## config.mk

```make
export PLATFORM = sky130hd
export DESIGN_NAME = nco_phase_acc_flat
export DESIGN_NICKNAME = d
export VERILOG_FILES = /design/src/rtl/nco_pkg.sv /design/src/rtl/nco_phase_acc_if.sv /design/src/rtl/nco_inc_ctrl.sv /design/src/rtl/nco_phase_acc.sv /design/src/flat_wrapper.sv
export SDC_FILE = /design/constraint.sdc
export NUM_CORES = 1
export LEC_CHECK = 0
export BUFFER_PORTS_ARGS = -buffer_cell sky130_fd_sc_hd__buf_2
export CORE_MARGIN = 1
export CORE_UTILIZATION = 25
export DETAILED_ROUTE_END_ITERATION = 16
export SLEW_MARGIN = 30
export SYNTH_ARGS = -nofsm -noshare
export SYNTH_HDL_FRONTEND = slang
export SYNTH_SLANG_ARGS = --single-unit
```

## constraint.sdc

```tcl
create_clock -name clk -period 2.8 [get_ports clk]
set_input_delay 0 -clock clk [delete_from_list [all_inputs] [get_ports clk]]
set_output_delay 0 -clock clk [all_outputs]
set_load 0.02 [all_outputs]
```

## src/rtl/nco_pkg.sv

```systemverilog
// rtl/nco_pkg.sv - shared types and elaboration-time real helpers for the NCO phase accumulator
package nco_pkg;

    typedef enum logic {
        ST_IDLE    = 1'b0,
        ST_PENDING = 1'b1
    } inc_state_t;

    function automatic real real_abs(input real x);
        return (x < 0.0) ? -x : x;
    endfunction

    // Casting real to longint rounds, so step back toward zero when it overshoots.
    function automatic longint real_trunc(input real x);
        longint r;
        r = longint'(x);
        if (x >= 0.0 && real'(r) > x) begin
            r = r - 1;
        end else if (x < 0.0 && real'(r) < x) begin
            r = r + 1;
        end
        return r;
    endfunction

    function automatic real real_fmod(input real a, input real b);
        return a - b * real'(real_trunc(a / b));
    endfunction

    function automatic real real_pow2(input int w);
        real p;
        p = 1.0;
        for (int i = 0; i < w; i++) begin
            p = p * 2.0;
        end
        return p;
    endfunction

    function automatic longint calc_phase_inc(input real f_out, input real f_clk, input int w);
        return real_trunc(real_fmod(f_out / f_clk, 1.0) * real_pow2(w));
    endfunction

    function automatic longint calc_init_phase(input real deg, input int w);
        real d;
        d = real_fmod(deg, 360.0);
        if (d < 0.0) begin
            d = d + 360.0;
        end
        return real_trunc(d / 360.0 * real_pow2(w));
    endfunction

endpackage

```

## src/rtl/nco_phase_acc_if.sv

```systemverilog
// rtl/nco_phase_acc_if.sv - increment-update and phase-stream handshake bundle
interface nco_phase_acc_if #(
    parameter int PHASE_W = 32
);
    logic [PHASE_W-1:0] inc_in;
    logic               inc_valid;
    logic               inc_ready;
    logic [PHASE_W-1:0] phase_out;
    logic               phase_valid;
    logic               phase_ready;
    logic               wrap_stb;
    logic [PHASE_W-1:0] inc_cur;

    modport master (
        output inc_in, inc_valid, phase_ready,
        input  inc_ready, phase_out, phase_valid, wrap_stb, inc_cur
    );

    modport slave (
        input  inc_in, inc_valid, phase_ready,
        output inc_ready, phase_out, phase_valid, wrap_stb, inc_cur
    );
endinterface

```

## src/rtl/nco_inc_ctrl.sv

```systemverilog
// rtl/nco_inc_ctrl.sv - holds a requested increment until the accumulator wraps (or sync),
// so frequency changes land on a cycle boundary of the output waveform.
module nco_inc_ctrl
    import nco_pkg::*;
#(
    parameter int                 PHASE_W = 32,
    parameter logic [PHASE_W-1:0] DEF_INC = '0
) (
    input  logic               clk,
    input  logic               rst,
    input  logic               i_sync,
    input  logic               i_adv,
    input  logic               i_carry,
    input  logic [PHASE_W-1:0] i_inc_in,
    input  logic               i_inc_valid,
    output logic               o_inc_ready,
    output logic [PHASE_W-1:0] o_inc_cur
);

    inc_state_t         r_state;
    inc_state_t         w_state_nxt;
    logic               w_load_pend;
    logic               w_commit;
    logic [PHASE_W-1:0] r_pend_inc;
    logic [PHASE_W-1:0] r_inc_cur;

    always_comb begin
        w_state_nxt = r_state;
        w_load_pend = 1'b0;
        w_commit    = 1'b0;
        case (r_state)
            ST_IDLE: begin
                if (i_inc_valid) begin
                    w_load_pend = 1'b1;
                    w_state_nxt = ST_PENDING;
                end
            end
            ST_PENDING: begin
                if (i_sync || (i_adv && i_carry)) begin
                    w_commit    = 1'b1;
                    w_state_nxt = ST_IDLE;
                end
            end
            default: w_state_nxt = ST_IDLE;
        endcase
    end

    always_ff @(posedge clk) begin
        if (rst) begin
            r_state    <= ST_IDLE;
            r_pend_inc <= '0;
            r_inc_cur  <= DEF_INC;
        end else begin
            r_state <= w_state_nxt;
            if (w_load_pend) begin
                r_pend_inc <= i_inc_in;
            end
            if (w_commit) begin
                r_inc_cur <= r_pend_inc;
            end
        end
    end

    assign o_inc_ready = (r_state == ST_IDLE);
    assign o_inc_cur   = r_inc_cur;

endmodule

```

## src/rtl/nco_phase_acc.sv

```systemverilog
// rtl/nco_phase_acc.sv - numerically controlled oscillator phase accumulator with
// backpressured phase stream and wrap-aligned runtime increment updates.
module nco_phase_acc
    import nco_pkg::*;
#(
    parameter real CLK_FREQ_HZ    = 100.0e6,
    parameter real OUT_FREQ_HZ    = 1.0e6,
    parameter int  PHASE_W        = 32,
    parameter real INIT_PHASE_DEG = 0.0
) (
    input  logic             clk,
    input  logic             rst,
    input  logic             en,
    input  logic             sync,
    nco_phase_acc_if.slave   bus
);

    localparam logic [PHASE_W-1:0] DEF_INC =
        PHASE_W'(calc_phase_inc(OUT_FREQ_HZ, CLK_FREQ_HZ, PHASE_W));
    localparam logic [PHASE_W-1:0] INIT_PH =
        PHASE_W'(calc_init_phase(INIT_PHASE_DEG, PHASE_W));

    if (real_abs(OUT_FREQ_HZ) >= CLK_FREQ_HZ / 2.0 || CLK_FREQ_HZ <= 0.0 ||
        PHASE_W < 4 || PHASE_W > 48) begin : g_bad_param
        $error("nco_phase_acc: OUT_FREQ_HZ must be below Nyquist, CLK_FREQ_HZ positive, PHASE_W in 4..48");
    end

    logic [PHASE_W-1:0] r_acc;
    logic [PHASE_W-1:0] r_phase_out;
    logic               r_phase_valid;
    logic               r_wrap_stb;
    logic [PHASE_W-1:0] w_inc_cur;
    logic [PHASE_W-1:0] w_sum;
    logic               w_carry;
    logic               w_adv;

    assign w_adv            = en && !sync && (!r_phase_valid || bus.phase_ready);
    assign {w_carry, w_sum} = {1'b0, r_acc} + {1'b0, w_inc_cur};

    nco_inc_ctrl #(
        .PHASE_W (PHASE_W),
        .DEF_INC (DEF_INC)
    ) u_inc_ctrl (
        .clk         (clk),
        .rst         (rst),
        .i_sync      (sync),
        .i_adv       (w_adv),
        .i_carry     (w_carry),
        .i_inc_in    (bus.inc_in),
        .i_inc_valid (bus.inc_valid),
        .o_inc_ready (bus.inc_ready),
        .o_inc_cur   (w_inc_cur)
    );

    // The output register presents the pre-add value, so the stream starts at INIT_PH.
    always_ff @(posedge clk) begin
        if (rst) begin
            r_acc         <= INIT_PH;
            r_phase_out   <= '0;
            r_phase_valid <= 1'b0;
            r_wrap_stb    <= 1'b0;
        end else begin
            r_wrap_stb <= 1'b0;
            if (sync) begin
                r_acc <= INIT_PH;
            end
            if (w_adv) begin
                r_phase_out   <= r_acc;
                r_phase_valid <= 1'b1;
                r_acc         <= w_sum;
                r_wrap_stb    <= w_carry;
            end else if (bus.phase_ready) begin
                r_phase_valid <= 1'b0;
            end
        end
    end

    assign bus.phase_out   = r_phase_out;
    assign bus.phase_valid = r_phase_valid;
    assign bus.wrap_stb    = r_wrap_stb;
    assign bus.inc_cur     = w_inc_cur;

endmodule
```

## src/flat_wrapper.sv

```systemverilog
// flat-port wrapper written by rule: the top's interface ports become plain ports
module nco_phase_acc_flat import nco_pkg::*;
#(
    parameter real CLK_FREQ_HZ    = 100.0e6,
    parameter real OUT_FREQ_HZ    = 1.0e6,
    parameter int  PHASE_W        = 32,
    parameter real INIT_PHASE_DEG = 0.0
)
  (clk, rst, en, sync, bus_inc_in, bus_inc_valid, bus_phase_ready, bus_inc_ready, bus_phase_out, bus_phase_valid, bus_wrap_stb, bus_inc_cur);
  nco_phase_acc_if #(.PHASE_W(PHASE_W)) bus_i ();
  input  logic clk;
  input  logic rst;
  input  logic en;
  input  logic sync;
  input wire logic [$bits(bus_i.inc_in)-1:0] bus_inc_in;
  input wire logic [$bits(bus_i.inc_valid)-1:0] bus_inc_valid;
  input wire logic [$bits(bus_i.phase_ready)-1:0] bus_phase_ready;
  output wire logic [$bits(bus_i.inc_ready)-1:0] bus_inc_ready;
  output wire logic [$bits(bus_i.phase_out)-1:0] bus_phase_out;
  output wire logic [$bits(bus_i.phase_valid)-1:0] bus_phase_valid;
  output wire logic [$bits(bus_i.wrap_stb)-1:0] bus_wrap_stb;
  output wire logic [$bits(bus_i.inc_cur)-1:0] bus_inc_cur;
  assign bus_i.inc_in = bus_inc_in;
  assign bus_i.inc_valid = bus_inc_valid;
  assign bus_i.phase_ready = bus_phase_ready;
  assign bus_inc_ready = bus_i.inc_ready;
  assign bus_phase_out = bus_i.phase_out;
  assign bus_phase_valid = bus_i.phase_valid;
  assign bus_wrap_stb = bus_i.wrap_stb;
  assign bus_inc_cur = bus_i.inc_cur;
  nco_phase_acc #(.CLK_FREQ_HZ(CLK_FREQ_HZ), .OUT_FREQ_HZ(OUT_FREQ_HZ), .PHASE_W(PHASE_W), .INIT_PHASE_DEG(INIT_PHASE_DEG)) u_core (.clk(clk), .rst(rst), .en(en), .sync(sync), .bus(bus_i));
endmodule
```

==> reports/qor.yml, run 1 <==
drt:
  avgViaCountPerCell: 4.636
  drt_drc_violations_left: 0
  detailedRoute.firstPassIterationCount: 5
  routed_wire_length_per_instance_um: 14.72
  detail_route.wirelength_mm: 18.88
  detailroute.via_count: 5948
  number_of_nets_with_antenna_violations_after_detailed_routing: 0
  drtIter0Drc: 299
sta:
  timing_hold_violations_final: 0
  finalMaxSlewViolations: 0
  worst-slew-pin-transition_ns: 0.6626
  worst_clock_skew_ns: 0.01113
  slew_headroom: 0.5583
  finalWorstPathRequiredPeriod_ns: 2.869
  rsz_0062_raised_after_global_routing: "true"
  post-route-period-util: 1.025
  finalSetupViolCount: 20
  post-route-worst-setup-slack_ns: -0.06938
  holdWs_ns: 0.08441
  fmax_mhz: 348.5
floorplanning:
  floorplan.initialDensity: 0.2586
  fp.dieH_um: 158.7
  row_count: 56
  dieWidth_um: 158.7
  ios: 105
  floorplan.core_area_sq_um: 23750
  die_area_sq_um: 25200
global_routing:
  grtUsageTotal: 0.1494
  grt_first_pass_wirelength_mm: 30.03
  grt_start_max_net_pins: 67
  grt.overflow.total: 0
  vias_in_the_first_global_route: 5584
  antenna_violations_before_repair: 0
setup_path:
  worst_r2r_path_depth: 10
  worstSetupStartpointType: "flop"
  critPathMaxFanout: 3
  worst_ep_arrival_time_ns: 3.19
  crit_path_end_kind: "flop"
  required_ns: 3.12
  setup.worst_path.class: "reg2reg"
placed_design:
  place_congestion: 0.8804
  detailedPlacementHpwl_mm: 13.18
  post-place-ws_ns: -0.1259
  portBuffers: 104
pwr:
  vdd.ir_drop.worst_uv: 376.1
  pwr_density_cell_nw_per_um2: 563.4
  leakage_nw: 3.857
logic_synthesis:
  synth_top_area_cell: "sky130_fd_sc_hd__dfxtp_1"
  avgSynthCellArea_sq_um: 8.168
  yosys.cell_count.top_type: "sky130_fd_sc_hd__nand2_1"
  synth_warnings: 0
  netlist_instances: 752
  post_synth_num_cell_types: 51
  synth_enable_flop_cells: 0
  ys_ff_latch: 131
  synth.area.top_cells: "sky130_fd_sc_hd__dfxtp_1 (43%), sky130_fd_sc_hd__a21oi_1 (9.8%), sky130_fd_sc_hd__nand2_1 (9.5%)"
  post_synth_top_area_share: 0.4270
  mappedNetlistArea_sq_um: 6142
  ys_dominant_reg_cell: "sky130_fd_sc_hd__dfxtp_1"
  synth_top_cells_by_count: "sky130_fd_sc_hd__nand2_1 (156), sky130_fd_sc_hd__dfxtp_1 (131), sky130_fd_sc_hd__a21oi_1 (120)"
  async_reset_ff_frac: 0
  seq_area_frac_synth: 0.4270
  postSynthNetCount: 823
layout:
  drive_above_1_share: 0.2936
  fin_nets: 1022
  n_fill_cell: 2379
  area.growth.synth_to_final_pct: 47.52
  insertedDiodeCount: 0
clock_network:
  number_of_buffers_on_the_longest_clock_path: 2
  cts.clk_slew.worst_paths_ns: 0.07
  clock_sink_count: 131
  tritoncts: "done"
  htree_levels: 4
  worst_skew_pair.late_latency_ns: 0.42
  cts-root-buf: "sky130_fd_sc_hd__clkbuf_16"
  cts_inserted_buffers: 17
worst_hold_path:
  worstHoldPathType: "in2reg"
  hold-path-cell-count: 2
job:
  cap_viol_max_count: 0
status:
  failed_checks: "negative setup slack"
  outcome: "finished with violations"
-- through the flow --
stage | util | instances | setup TNS [ns] | total power [mW] | cell area [sq um]
after global placement | 0.3166 | 1191 | -1.079 | 2.602 | 7520
after global routing | 0.3815 | 1283 | -5.364 | 5.321 | 9061
after floorplan | - | 752 | -0.0007305 | 2.393 | 6264
after detailed placement | 0.3166 | 1191 | -2.530 | 2.608 | 7520
after CTS | 0.3706 | 1275 | -0.4285 | 5.112 | 8803
final | 0.3815 | 1283 | -0.4533 | 5.105 | 9061
-- flip-flops by register name, summed over array words and instances, names as in the netlist --
name	flops
u_core.u_inc_ctrl.r_state	1
u_core.u_inc_ctrl.o_inc_cur	32
u_core.u_inc_ctrl.r_pend_inc	32
u_core.bus.phase_out	32
u_core.r_acc	32
u_core.bus.phase_valid	1
u_core.bus.wrap_stb	1
-- report_power, final --
| part | leakage [nW] | total [mW] | internal (mW) | switching [mW] |
|---|---|---|---|---|
| clock network | 0.313 | 2.41 | 1.53 | 0.880 |
| registers | 1.07 | 1.98 | 1.93 | 0.0526 |
| logic | 2.47 | 0.711 | 0.327 | 0.384 |
-- worst paths after layout --
kind                                       start  slack, ns                 endpoint
hold reg to reg          u_core.bus.phase_out[5]       0.45  u_core.bus.phase_out[5]
hold / removal                               rst       0.08          u_core.r_acc[1]
setup / recovery  u_core.u_inc_ctrl.o_inc_cur[9]      -0.07         u_core.r_acc[26]
setup reg to reg  u_core.u_inc_ctrl.o_inc_cur[9]      -0.07         u_core.r_acc[26]
-- logic make-up after synthesis --
| kind of cell | synth area share |
|---|---|
| AOI/OAI and AO/OA | 0.2137 |
| xor gates and xnor gates | 0.03850 |
| adders and majority gates | 0.06845 |
| buffers and inverters | 0.03911 |
| DFF | 0.4270 |
| muxes | 0.03259 |
| and+or+nand+nor | 0.1807 |
-- cells in the final DEF, fill, tap and decap left out, drive strengths merged, types with 10 or more instances in the layout --
cell type	synthesis	final
nand2	156	156
buf	11	193
a22o	17	17
nand3	22	22
mux2i	20	20
a21oi	120	120
clkbuf	39	21
nor2	50	50
xor2	10	10
o21ai	14	14
a21o	19	19
nor3	16	16
ha	32	32
dfxtp	131	131
inv	10	15
xnor2	17	17
dlygate4sd3	0	35
-- final cells by class --
cell class,instances,area (sq um),area share
Clock buffer,19,442.9,0.04888
Clock inverter,13,196.4,0.02168
Inverter,11,41.29,0.004557
Multi-Input combinational cell,560,3615,0.3989
Sequential cell,131,2648,0.2922
Tap cell,319,399.1,0.04405
Timing Repair Buffer,230,1719,0.1897
-- metal layers --
layer | track usage | vias to the layer above | share of wire
met2 | 0.2247 | 140 | 0.44
met5 | 0 | - | 0
met3 | 0.02560 | 31 | 0.039
met1 | 0.2062 | 2761 | 0.49
li1 | - | 3016 | -
met4 | 0.06929 | 0 | 0.028
-- repair_timing --
item                       4_1_cts  5_1_grt
hold endpoints to repair        34        0
pin swaps                       20       33
resized for setup               18       41
cloned                           4        2
hold buffers                    35        0
setup endpoints to repair       27       40
setup buffers                   13        9
-- critical path, stage by stage (launching register included) --
cell	delay (ns)
sky130_fd_sc_hd__dfxtp_2	0.33
sky130_fd_sc_hd__ha_4	0.24
sky130_fd_sc_hd__a21o_1	0.20
sky130_fd_sc_hd__a221o_1	0.35
sky130_fd_sc_hd__or4_4	0.50
sky130_fd_sc_hd__a31oi_4	0.18
sky130_fd_sc_hd__o31ai_4	0.08
sky130_fd_sc_hd__a221o_1	0.38
sky130_fd_sc_hd__a31oi_2	0.24
sky130_fd_sc_hd__xnor2_1	0.09
sky130_fd_sc_hd__a22o_1	0.17
Power figures use the tool's default switching activity.
==> run 2: changes to the inputs <==
SETUP_SLACK_MARGIN = 0.1   (was unset)
==> run 2 against run 1 <==
Net effect:
- the run still ends with negative setup slack left
- critical path type unchanged
- clock skew rose by 0.00054 ns
- global-route usage fell by 0.16 points
- clock power fell by 5%
- routed wire length fell by 1.9%
- critical path depth rose by 4
- largest power group unchanged
- combinational power barely moved
- power fell by 2.6%
- highest routed layer unchanged
==> reports/qor.yml, run 2 (synthesis gave the netlist of run 1 again) <==
status:
  outcome: "finished with violations"
  failed_checks: "negative setup slack"
setup_path:
  setup.worst_path.class: "reg2reg"
  crit_path_end_kind: "flop"
  worst_r2r_path_depth: 14
  rr_endpoint: "u_core.u_inc_ctrl.o_inc_cur[20]"
  worstSetupStartpointType: "flop"
  worst_ep_arrival_time_ns: 3.19
  worst_r2r_startpoint: "u_core.u_inc_ctrl.o_inc_cur[0]"
  r2r_slack_ns: -0.10
  critPathMaxFanout: 5
  required_ns: 3.09
pwr:
  final_total_power_mw: 4.970
  power.switching_mw: 1.306
  pwr_density_cell_nw_per_um2: 552.0
  cellInternalPower_mw: 3.664
  power.share.switching: 0.2628
  part_of_the_total_power_dissipated_in_the_clock_network: 0.459
  vdd.ir_drop.worst_uv: 415.8
  power_frac_seq: 0.399
  combPwrFrac: 0.143
  leakage_nw: 3.834
placed_design:
  place_congestion: 0.8677
  placed_cell_area_sq_um: 7561
  detailedPlacementHpwl_mm: 12.85
  portBuffers: 104
drt:
  routed_wire_length_per_instance_um: 14.44
  drtIter0Drc: 302
  avgViaCountPerCell: 4.587
  number_of_nets_with_antenna_violations_after_detailed_routing: 0
  detailroute.via_count: 5881
  detail_route.wirelength_mm: 18.52
  detailedRoute.firstPassIterationCount: 4
  drt_drc_violations_left: 0
global_routing:
  grt_start_max_net_pins: 90
  grtUsageTotal: 0.1478
  antenna_violations_before_repair: 0
  vias_in_the_first_global_route: 5676
  grt.overflow.total: 0
  grt_first_pass_wirelength_mm: 29.70
worst_hold_path:
  hold-path-cell-count: 2
  holdCritStartpoint: "rst"
  worstHoldPathType: "in2reg"
  timing.hold.worst_endpoint: "u_core.r_acc[1]"
clock_network:
  worst_skew_pair.late_latency_ns: 0.42
  htree_levels: 4
  cts_inserted_buffers: 17
  cts-root-buf: "sky130_fd_sc_hd__clkbuf_16"
  clock_sink_count: 131
  tritoncts: "done"
  number_of_buffers_on_the_longest_clock_path: 2
  cts.clk_slew.worst_paths_ns: 0.06
sta:
  post-route-period-util: 1.037
  worst-slew-pin-transition_ns: 0.4745
  post-route-worst-setup-slack_ns: -0.1036
  fmax_mhz: 344.4
  finalSetupViolCount: 28
  worst_clock_skew_ns: 0.01167
  finalMaxSlewViolations: 0
  holdWs_ns: 0.004047
  finalWorstPathRequiredPeriod_ns: 2.904
  timing_hold_violations_final: 0
  rsz_0062_raised_after_global_routing: "true"
  slew_headroom: 0.6836
floorplanning:
  dieWidth_um: 158.7
  die_area_sq_um: 25200
  fp.dieH_um: 158.7
  ios: 105
  floorplan.initialDensity: 0.2586
  floorplan.core_area_sq_um: 23750
  row_count: 56
layout:
  post-route-cell-area_sq_um: 9004
  drive_above_1_share: 0.2991
  insertedDiodeCount: 0
  area.growth.synth_to_final_pct: 46.59
  layout.cells.most_common: "sky130_fd_sc_hd__nand2_1"
  fin_nets: 1021
  layout_common_cells: "sky130_fd_sc_hd__nand2_1 (155), sky130_fd_sc_hd__a21oi_1 (114), sky130_fd_sc_hd__dfxtp_1 (114)"
  utilization: 0.3791
job:
  cap_viol_max_count: 0
[run 2: layout make-up]
cell class              count  area (sq um)
multi-input cells         560          3596
flip-flops and latches    131          2654
inverters                  11         41.29
clock buffers              17         425.4
well taps                 319         399.1
clock inverters            15         178.9
fillers                  2405         14750
repair buffers            229          1709
[run 2: power groups by stage]
stage	sequential [mW]	combinational (mW)	clock, mW
after floorplan	2.04	0.364	0
after global placement	2.02	0.588	0
after detailed placement	2.02	0.589	0
after CTS	1.98	0.679	2.32
after global routing	1.99	0.779	2.41
final	1.98	0.709	2.28
[run 2: timing repair]
| item | in CTS | in global routing |
|---|---|---|
| setup buffers | 12 | 4 |
| gates resized for setup | 27 | 24 |
| pin swaps | 32 | 23 |
| hold buffers | 35 | 0 |
| setup endpoints to repair | 42 | 43 |
| cloned | 3 | 2 |
| hold endpoints to repair | 34 | 0 |
[run 2: worst max-delay path by stage]
stage                                     from                               to  slack, ns  cells after the start
2_1_floorplan   u_core.u_inc_ctrl.o_inc_cur[0]  u_core.u_inc_ctrl.o_inc_cur[27]    -0.0007                     14
3_3_place_gp                   u_core.r_acc[0]   u_core.u_inc_ctrl.o_inc_cur[0]      -0.09                     13
3_5_place_dp                   u_core.r_acc[0]   u_core.u_inc_ctrl.o_inc_cur[8]      -0.14                     13
4_1_cts        u_core.u_inc_ctrl.o_inc_cur[12]                 u_core.r_acc[26]      -0.07                     10
5_1_grt         u_core.u_inc_ctrl.o_inc_cur[0]  u_core.u_inc_ctrl.o_inc_cur[20]      -0.26                     14
6_report        u_core.u_inc_ctrl.o_inc_cur[0]  u_core.u_inc_ctrl.o_inc_cur[20]      -0.10                     14
[run 2: routing by layer]
metal,wire [um],global-route usage
met2,8233,0.2233
met5,0,0
met4,485,0.07193
met3,692,0.02403
met1,9104,0.2027
[run 2: stage by stage]
step	setup WS [ns]	cells	setup TNS, ns
6_report	-0.1036	1282	-1.490
5_1_grt	-0.2632	1282	-6.886
4_1_cts	-0.07442	1276	-1.272
3_5_place_dp	-0.1414	1194	-2.712
3_3_place_gp	-0.09161	1194	-1.457
2_1_floorplan	-0.0007305	752	-0.0007305
[run 2: critical path: stages (launching register included)]
cell	delay, ns
sky130_fd_sc_hd__dfxtp_4	0.36
sky130_fd_sc_hd__ha_4	0.14
sky130_fd_sc_hd__inv_2	0.03
sky130_fd_sc_hd__fa_2	0.33
sky130_fd_sc_hd__nor2b_2	0.14
sky130_fd_sc_hd__o2111ai_2	0.16
sky130_fd_sc_hd__a21oi_2	0.29
sky130_fd_sc_hd__a22oi_2	0.13
sky130_fd_sc_hd__a2111oi_4	0.31
sky130_fd_sc_hd__nor2_2	0.10
sky130_fd_sc_hd__o221ai_4	0.21
sky130_fd_sc_hd__buf_12	0.17
sky130_fd_sc_hd__clkbuf_16	0.14
sky130_fd_sc_hd__mux2i_1	0.20
sky130_fd_sc_hd__nor2_1	0.06
